===== src/rtl/tot_raw_pattern_gen.sv =====
// ---------------------------------------------------------------------------
// tot_raw_pattern_gen
//   Builds the raw TOT front-end pattern (21-tap delay-line snapshot plus the
//   two 3-bit ripple counters) from a binary {coarse, fine} code, i.e. the
//   inverse of the TOT encoder. Emits one code or a code ramp, each held for
//   a programmable dwell, with the intended code presented for scoreboarding.
//
// Ports
//   clk, rst          clock, synchronous active-high reset
//   start             begin operation (sampled only when idle)
//   mode              0 = single code, 1 = sweep
//   code_start        {coarse[8:6], fine[5:0]} first code
//   code_end          {coarse, fine} sweep upper bound
//   step              fine increment per sweep point (0 acts as 1)
//   dwell             cycles each code is held (0 acts as 1)
//   bubble_en         inject one bubble above the thermometer edge
//   A                 raw delay-line pattern
//   counterA/B        ripple counters for positive / negative input
//   code_out          code that produced the current pattern
//   valid             first cycle of each new pattern
//   busy              operation in progress
//   done              one-cycle end-of-operation pulse
//   sat_err           sticky: a fine field above 20 was clamped
// ---------------------------------------------------------------------------
module tot_raw_pattern_gen #(
  parameter int unsigned NTAP    = 21,
  parameter int unsigned DWELL_W = 8
) (
  input  logic               clk,
  input  logic               rst,
  input  logic               start,
  input  logic               mode,
  input  logic [8:0]         code_start,
  input  logic [8:0]         code_end,
  input  logic [3:0]         step,
  input  logic [DWELL_W-1:0] dwell,
  input  logic               bubble_en,
  output logic [NTAP-1:0]    A,
  output logic [2:0]         counterA,
  output logic [2:0]         counterB,
  output logic [8:0]         code_out,
  output logic               valid,
  output logic               busy,
  output logic               done,
  output logic               sat_err
);

  localparam int unsigned CODE_W = 9;
  localparam int unsigned FINE_W = 6;
  localparam int unsigned LIN_W  = 8;

  // Idle delay-line state: alternating taps, bit i = ~i[0]
  localparam logic [NTAP-1:0] ALT = NTAP'(21'h15_5555);

  typedef enum logic [1:0] {
    IDLE = 2'd0,
    HOLD = 2'd1,
    DONE = 2'd2
  } state_e;

  state_e               state_q, state_d;
  logic [NTAP-1:0]      a_q, a_d;
  logic [2:0]           cnt_a_q, cnt_a_d;
  logic [2:0]           cnt_b_q, cnt_b_d;
  logic [CODE_W-1:0]    code_q, code_d;
  logic                 valid_q, valid_d;
  logic                 busy_q, busy_d;
  logic                 done_q, done_d;
  logic                 sat_q, sat_d;
  logic [DWELL_W-1:0]   dwell_cnt_q, dwell_cnt_d;
  logic                 mode_q, mode_d;
  logic [CODE_W-1:0]    end_q, end_d;
  logic [3:0]           step_q, step_d;
  logic [DWELL_W-1:0]   dwell_q, dwell_d;
  logic                 bub_q, bub_d;

  // Fine codes above the last tap saturate at the last tap
  function automatic logic [FINE_W-1:0] clamp_fine(input logic [FINE_W-1:0] f);
    return (f > FINE_W'(20)) ? FINE_W'(20) : f;
  endfunction

  // Linear position of a code: coarse*21 + fine
  function automatic logic [LIN_W-1:0] lin(input logic [2:0] c,
                                           input logic [FINE_W-1:0] f);
    return (LIN_W'(c) * LIN_W'(21)) + LIN_W'(f);
  endfunction

  // Thermometer of 'fine' ones XORed onto the alternating background
  function automatic logic [NTAP-1:0] tap_pattern(input logic [FINE_W-1:0] f,
                                                  input logic bub);
    logic [NTAP-1:0] therm;
    therm = (NTAP'(1) << f) - NTAP'(1);
    if (bub && (f < FINE_W'(20))) begin
      therm = therm ^ (NTAP'(1) << (f + FINE_W'(1)));
    end
    return ALT ^ therm;
  endfunction

  // Negative-input counter has already rolled once the edge passes mid-line
  function automatic logic [2:0] counter_b(input logic [2:0] c,
                                           input logic [FINE_W-1:0] f);
    return (f > FINE_W'(10)) ? (c + 3'd1) : c;
  endfunction

  // Next sweep point derived from the currently displayed code
  logic [FINE_W-1:0] fine_sum_c;
  logic              carry_c;
  logic [FINE_W-1:0] nxt_fine_c;
  logic [3:0]        nxt_coarse_c;
  logic              in_range_c;

  always_comb begin
    fine_sum_c   = code_q[5:0] + FINE_W'(step_q);
    carry_c      = fine_sum_c > FINE_W'(20);
    nxt_fine_c   = carry_c ? (fine_sum_c - FINE_W'(21)) : fine_sum_c;
    nxt_coarse_c = {1'b0, code_q[8:6]} + 4'(carry_c);
    in_range_c   = ~nxt_coarse_c[3] &&
                   (lin(nxt_coarse_c[2:0], nxt_fine_c) <= lin(end_q[8:6], end_q[5:0]));
  end

  // Clamped versions of the request, used only at acceptance
  logic [FINE_W-1:0] start_fine_c;
  logic [FINE_W-1:0] end_fine_c;
  logic              clamp_hit_c;

  always_comb begin
    start_fine_c = clamp_fine(code_start[5:0]);
    end_fine_c   = clamp_fine(code_end[5:0]);
    clamp_hit_c  = (code_start[5:0] > FINE_W'(20)) || (code_end[5:0] > FINE_W'(20));
  end

  // Next-state and output logic
  logic              load_c;
  logic [CODE_W-1:0] load_code_c;
  logic              load_bub_c;

  always_comb begin
    state_d     = state_q;
    a_d         = a_q;
    cnt_a_d     = cnt_a_q;
    cnt_b_d     = cnt_b_q;
    code_d      = code_q;
    valid_d     = 1'b0;
    busy_d      = busy_q;
    done_d      = 1'b0;
    sat_d       = sat_q;
    dwell_cnt_d = dwell_cnt_q;
    mode_d      = mode_q;
    end_d       = end_q;
    step_d      = step_q;
    dwell_d     = dwell_q;
    bub_d       = bub_q;
    load_c      = 1'b0;
    load_code_c = code_q;
    load_bub_c  = bub_q;

    case (state_q)
      IDLE: begin
        if (start) begin
          mode_d      = mode;
          end_d       = {code_end[8:6], end_fine_c};
          step_d      = (step == 4'd0) ? 4'd1 : step;
          dwell_d     = (dwell == '0) ? DWELL_W'(1) : dwell;
          bub_d       = bubble_en;
          sat_d       = clamp_hit_c;
          busy_d      = 1'b1;
          load_c      = 1'b1;
          load_code_c = {code_start[8:6], start_fine_c};
          load_bub_c  = bubble_en;
          state_d     = HOLD;
        end
      end

      HOLD: begin
        if (dwell_cnt_q >= dwell_q) begin
          if (mode_q && in_range_c) begin
            load_c      = 1'b1;
            load_code_c = {nxt_coarse_c[2:0], nxt_fine_c};
          end else begin
            busy_d  = 1'b0;
            done_d  = 1'b1;
            state_d = DONE;
          end
        end else begin
          dwell_cnt_d = dwell_cnt_q + DWELL_W'(1);
        end
      end

      DONE: begin
        state_d = IDLE;
      end

      default: begin
        state_d = IDLE;
        busy_d  = 1'b0;
      end
    endcase

    // A freshly loaded code counts as its first dwell cycle
    if (load_c) begin
      a_d         = tap_pattern(load_code_c[5:0], load_bub_c);
      cnt_a_d     = load_code_c[8:6];
      cnt_b_d     = counter_b(load_code_c[8:6], load_code_c[5:0]);
      code_d      = load_code_c;
      valid_d     = 1'b1;
      dwell_cnt_d = DWELL_W'(1);
    end
  end

  // State and output registers
  always_ff @(posedge clk) begin
    if (rst) begin
      state_q     <= IDLE;
      a_q         <= ALT;
      cnt_a_q     <= 3'd0;
      cnt_b_q     <= 3'd0;
      code_q      <= '0;
      valid_q     <= 1'b0;
      busy_q      <= 1'b0;
      done_q      <= 1'b0;
      sat_q       <= 1'b0;
      dwell_cnt_q <= '0;
      mode_q      <= 1'b0;
      end_q       <= '0;
      step_q      <= 4'd1;
      dwell_q     <= DWELL_W'(1);
      bub_q       <= 1'b0;
    end else begin
      state_q     <= state_d;
      a_q         <= a_d;
      cnt_a_q     <= cnt_a_d;
      cnt_b_q     <= cnt_b_d;
      code_q      <= code_d;
      valid_q     <= valid_d;
      busy_q      <= busy_d;
      done_q      <= done_d;
      sat_q       <= sat_d;
      dwell_cnt_q <= dwell_cnt_d;
      mode_q      <= mode_d;
      end_q       <= end_d;
      step_q      <= step_d;
      dwell_q     <= dwell_d;
      bub_q       <= bub_d;
    end
  end

  assign A        = a_q;
  assign counterA = cnt_a_q;
  assign counterB = cnt_b_q;
  assign code_out = code_q;
  assign valid    = valid_q;
  assign busy     = busy_q;
  assign done     = done_q;
  assign sat_err  = sat_q;

endmodule


===== config.mk =====
export PLATFORM = sky130hd
export DESIGN_NAME = tot_raw_pattern_gen
export DESIGN_NICKNAME = d
export VERILOG_FILES = /design/src/rtl/tot_raw_pattern_gen.sv
export SDC_FILE = /design/constraint.sdc
export NUM_CORES = 1
export LEC_CHECK = 0
export CORE_MARGIN = 10
export CORE_UTILIZATION = 50
export DETAILED_ROUTE_END_ITERATION = 16
export HOLD_SLACK_MARGIN = 0.12
export PLACE_DENSITY = 0.74
export SLEW_MARGIN = 20
export SYNTH_ARGS = -nofsm -noshare
export SYNTH_HDL_FRONTEND = slang
export SYNTH_SLANG_ARGS = --single-unit
export TNS_END_PERCENT = 50

===== constraint.sdc =====
create_clock -name clk -period 16.25 [get_ports clk]
set_input_delay 3.25 -clock clk [delete_from_list [all_inputs] [get_ports clk]]
set_output_delay 3.25 -clock clk [all_outputs]
set_load 0.02 [all_outputs]

==> reports/results.ini, run 1 <==
[run_status]
status=complete, no violations

[global_route]
grt_pass1_wl_microns=28300
grt_max_degree=52
antenna_found_initial=0
grt_overflow=0
grt_pass1_vias=5519
grt_usage_pct=21.6

[cts]
cts_tree=yes
cts_root_buf=clkbuf_8
cts_setup_buffers=0
clockBufferDepth=2
htree_num_levels=3
cts.sinks=70
holdBufCountCts=0
cts_resized=0
insertion_delay_ns=0.37
clk_pin_slew_ns=0.08
numCtsBuffers=9

[yosys]
syn_area_sq_mm=0.00549
yosys.area_share.simple_pct=21.7
synth_top_cell_by_area=dfxtp_1
synth_compound_area_share_pct=26.6
yosys.area_share.adder_pct=14.4
synthArstFlopShare_pct=0
synth_seq_cells=70
synthCells=695
muxShareOfSynthArea_pct=0.729
synth_nets=788
ys.warnings.count=0
synth_area_leaders=dfxtp_1 (26%), ha_1 (12%), a21oi_1 (6.6%), nand2_1 (5.5%), nor2_1 (4.4%)
yosysUniqueCellTypes=78
ys_seq_area_share_pct=25.5
synth_edf_count=0
ys_dominant_reg_cell=dfxtp_1
synth_area_per_cell_sq_um=7.90
synth_xor_area_share_pct=5.58
yosysTopAreaCellShare_pct=25.5
synth_top_family_by_area=compound AO/OA/AOI/OAI gates

[detailed_routing]
drtPass1Iterations=6
drcViolationCount=0
drt_iter0_markers=525
dr_total_vias=5469
final_antenna_net_count=0
routedWlPerCell_microns=19.4
finalWirelength_microns=17400
routed_via_density=6.12

[die]
initial_core_util_pct=50.9
floorplan.core_area_sq_mm=0.0108
die_x_microns=125
num_rows=38
die_area_sq_mm=0.0156
die-height_microns=125
ioPinCount=75

[setup_path]
cpMostUsedCell=ha_1
arrival_ns=9.88
crit_path_end_kind=flip-flop
start_kind=flip-flop
critPathMaxFanout=20
cp.required_ns=16.50
cpMaxStageDelayCell=a221o_1
critPathKind=flip-flop to flip-flop
max_stage_delay_ns=0.71

[pwr]
leakage_uw=0.00260
ir_worst_vdd_mv=0.0601
p_per_area_mw_per_mm2=109

[cells_and_area]
syn_to_final_growth_pct=17.8
drive_above_1_share_pct=5.84
final_common_cell=nand2_1
finalNetCount=841
layout_common_cells=nand2_1 (80), clkdlybuf4s50_1 (73), a21oi_1 (72), dfxtp_1 (70), nor2_1 (65)
diodes=0
fin_util_pct=59.9
final_cell_area_sq_mm=0.00647
final_cells=893

[hold_path]
hp-class=flip-flop to flip-flop

[timing]
worst_pin_slew_ns=0.903
finClkSkew_ns=0.0111
slew_headroom_pct=39.8
fmax_ghz=0.104
drv_slew=0
hold_viol=0
finalCriticalPeriod_ns=9.63
setup_viol=0
setup_slack_ns=6.62
tns_ns=0
fin_crit_sh_pct=59.3
rsz0062_at_grt=no

[flow_run]
max_cap_viol_count=0

[place]
dpl_worst_slack_ns=6.81
finalWeightedCongestion=0.944
place_area_sq_mm=0.00628
dpl.hpwl_microns=13200
placed_cells=877
io_buffer_count=74

-- area by class of cell --
class,count,area [sq um]
Multi-Input combinational cell,551,3780
Clock buffer,11,131
Inverter,36,135
Clock inverter,5,58.8
Timing Repair Buffer,80,781
Fill cell,990,4330
Sequential cell,70,1400
Tap cell,140,175
-- path summary, 6_finish.rpt --
path              slack [ns]        start  endpoint  cells after the start
setup reg to reg        6.62  code_out[0]     A[14]                     36
hold reg to reg         0.46         A[3]      A[3]                      2
hold / removal          0.46         A[3]      A[3]                      2
setup / recovery        6.62  code_out[0]     A[14]                     36
-- worst max-delay path, delay by kind of cell (launching register included) --
| kind | cells | cell delay, ns |
|---|---|---|
| xor gates and xnor gates | 1 | 0.23 |
| adders and majority gates | 10 | 3.33 |
| and+or+nand+nor | 11 | 2.22 |
| buffers and inverters | 4 | 0.34 |
| muxes | 1 | 0.23 |
| AOI/OAI and AO/OA | 9 | 2.71 |
| DFF | 1 | 0.45 |
-- synthesized netlist by cell type, types with 3 or more instances --
cell	n
a211oi_1	9
a21o_1	6
a21oi_1	72
a221o_1	5
a221oi_2	3
a22o_1	3
a22oi_1	3
a311oi_1	7
a31o_1	3
a31o_2	3
a31oi_1	8
and2_1	8
and3_1	12
buf_2	5
buf_4	3
clkbuf_1	28
dfxtp_1	70
fa_1	7
ha_1	51
inv_1	34
mux2i_1	4
nand2_1	80
nand2b_1	9
nand3_1	18
nand3b_1	3
nand4_1	6
nand4b_1	3
nor2_1	65
nor2b_1	6
nor3_1	14
o2111ai_1	3
o211ai_1	4
o21a_1	3
o21ai_0	23
o21ai_1	5
o21bai_1	5
o22ai_1	7
o31ai_1	5
or3_1	5
xnor2_1	20
xor2_1	15
-- stage by stage --
step | total power (uW) | hold WS (ns)
2_1_floorplan | 457 | 0.436
3_3_place_gp | 555 | 0.443
3_5_place_dp | 560 | 0.452
4_1_cts | 704 | 0.464
5_1_grt | 750 | 0.475
6_report | 706 | 0.458
-- registers in the layout, indices dropped and copies added, names as in the netlist --
register	flops
end_q	9
sat_err	1
step_q	4
code_out	6
A	21
counterB	3
state_q	2
bub_q	1
valid	1
dwell_q	8
dwell_cnt_q	8
done	1
counterA	3
mode_q	1
busy	1
-- power breakdown --
| part | switching (uW) | leakage (uW) | internal [uW] |
|---|---|---|---|
| Clock | 71.4 | 0.0000899 | 71.3 |
| Sequential | 16.8 | 0.000575 | 190 |
| Combinational | 210 | 0.00194 | 146 |
-- logic make-up (layout without fill, tap and decap cells) --
logic type,Yosys count,count (layout)
AND/OR/NAND/NOR,246,246
AO/OA/AOI/OAI,207,207
buffers and inverters,74,132
flip-flops,70,70
adder cells (fa/ha/maj),59,59
XOR/XNOR,35,35
multiplexers,4,4
-- metal layers --
layer / vias up / GRT usage (%) / part of all wire (%)
met5: - / 0 / 0
met4: 0 / 7.81 / 3.3
met3: 45 / 4.85 / 5.9
met2: 245 / 36.5 / 48
met1: 2555 / 26.0 / 43
li1: 2624 / - / -
(Power assumes the default switching activity.)
==> run 2: changes to the inputs <==
PLACE_DENSITY = 0.77   (was 0.74)
clock period = 8.01 ns   (was 16.25 ns; I/O delays follow)
==> run 2 against run 1 <==
Critical path depth did not move. Clock power rose by 100%. Cell area rose by 9.2%. Global-route usage rose by 0.87 points. Clock skew rose by 0.0017 ns. Combinational power rose by 130%. Sequential share of layout area fell by 1.8 points. Via count rose by 4.3%. First-iteration DRC count rose by 6.5%. Critical path type unchanged.
==> reports/results.ini, run 2 (synthesis results as in run 1) <==
[setup_path]
cp.required_ns=8.28
start_kind=flip-flop
max_stage_delay_ns=0.58
arrival_ns=8.17
crit_path_end_kind=flip-flop
cp_top_family=adder cells
critPathKind=flip-flop to flip-flop
critical_path_buf_inv_count=5
cpMaxStageDelayCell=fa_2
critPathMaxFanout=7
cpMostUsedCell=ha_4

[cells_and_area]
finalNetCount=883
largest_reg_flops=21
syn_to_final_growth_pct=28.6
nFillCells=920
final_cell_area_sq_mm=0.00706
layout_common_cells=nand2_1 (78), clkdlybuf4s50_1 (73), dfxtp_1 (69), a21oi_1 (69), nor2_1 (63)
final_common_cell=nand2_1
diodes=0
drive_above_1_share_pct=15.3

[run_status]
status=complete, no violations

[timing]
setup_slack_ns=0.107
timing.hold.ws_ns=0.460
hold_viol=0
drv_slew=0
finalCriticalPeriod_ns=7.90
worst_pin_slew_ns=1.06
fmax_ghz=0.127
setup_viol=0
slew_headroom_pct=29.1
finClkSkew_ns=0.0128
fin_crit_sh_pct=98.7

[flow_run]
max_cap_viol_count=0

[pwr]
ir_worst_vdd_mv=0.106
p_per_area_mw_per_mm2=219
p_switching_uw=654
combPwrFrac_pct=53.9
p_int_uw=890
clockPowerShare_pct=18.9
p_seq_share_pct=27.2
swShare_pct=42.3
leakage_uw=0.00284

[detailed_routing]
final_antenna_net_count=0
drtPass1Iterations=5
dr_total_vias=5705
drt_iter0_markers=559
finalWirelength_microns=18400
routed_via_density=6.10
routedWlPerCell_microns=19.7
drcViolationCount=0

[cts]
cts.sinks=70
holdBufCountCts=0
numCtsBuffers=9
cts_tree=yes
htree_num_levels=3
clockBufferDepth=2
insertion_delay_ns=0.37
cts_root_buf=clkbuf_8
clk_pin_slew_ns=0.08

[die]
num_rows=38
die_area_sq_mm=0.0156
initial_core_util_pct=50.9
die_x_microns=125
ioPinCount=75
die-height_microns=125
floorplan.core_area_sq_mm=0.0108

[global_route]
grt_pass1_vias=5453
grt_pass1_wl_microns=29000
grt_max_degree=52
grt_usage_pct=22.5
antenna_found_initial=0
grt_overflow=0

[place]
io_buffer_count=74
finalWeightedCongestion=0.931
dpl.hpwl_microns=14000
dpl_worst_slack_ns=-0.133
place_area_sq_mm=0.00647

[hold_path]
hp-class=flip-flop to flip-flop

run 2: power groups by stage:
| stage | registers, uW | logic [uW] | clock network (uW) |
|---|---|---|---|
| floorplan | 448 | 482 | 0 |
| global placement | 426 | 733 | 0 |
| detailed placement | 427 | 743 | 0 |
| CTS | 419 | 768 | 295 |
| global route | 424 | 904 | 311 |
| finish | 420 | 831 | 292 |
run 2: tightest hold or removal path: cells and delay by family, from the launching register on:
| kind | cells | cell delay, ns |
|---|---|---|
| AO/OA/AOI/OAI | 1 | 0.05 |
| flip-flops | 1 | 0.31 |
| AND/OR/NAND/NOR | 1 | 0.05 |
run 2: area by class of cell:
cell class / count / area [sq um] / share of cell area (%)
flip-flops and latches: 70 / 1410 / 19.9
clock inverters: 5 / 58.8 / 0.833
well taps: 140 / 175 / 2.48
repair buffers: 122 / 1120 / 15.8
clock buffers: 11 / 131 / 1.86
inverters: 36 / 138 / 1.95
multi-input cells: 551 / 4030 / 57.1
run 2: path summary, 6_finish.rpt:
path / startpoint / slack, ns / cells after the start / endpoint
min reg2reg: A[3] / 0.46 / 2 / A[3]
max: step_q[0] / 0.11 / 36 / A[17]
max reg2reg: step_q[0] / 0.11 / 36 / A[17]
min: A[3] / 0.46 / 2 / A[3]
run 2: through the flow:
stage               total power, uW  util (%)  cells  setup TNS (ns)
floorplan                       930         -    695               0
global placement               1160      60.0    902               0
detailed placement             1170      60.0    902          -0.568
CTS                            1480      62.8    924               0
global route                   1640      65.4    935           -2.21
finish                         1540      65.4    935               0
run 2: per-layer routing:
layer  global-route usage [%]  vias to the layer above  share of wire, %
met1                     28.8                     2699                44
met3                     4.51                       46               6.6
met5                        0                        -                 0
li1                         -                     2713                 -
met4                     9.05                        0               3.1
met2                     35.9                      247                46
run 2: repair_timing:
item,4_1_cts,5_1_grt
setup buffers,6,11
setup endpoints to repair,16,24
gates resized for setup,18,35
cloned,0,0
pin swaps,5,23
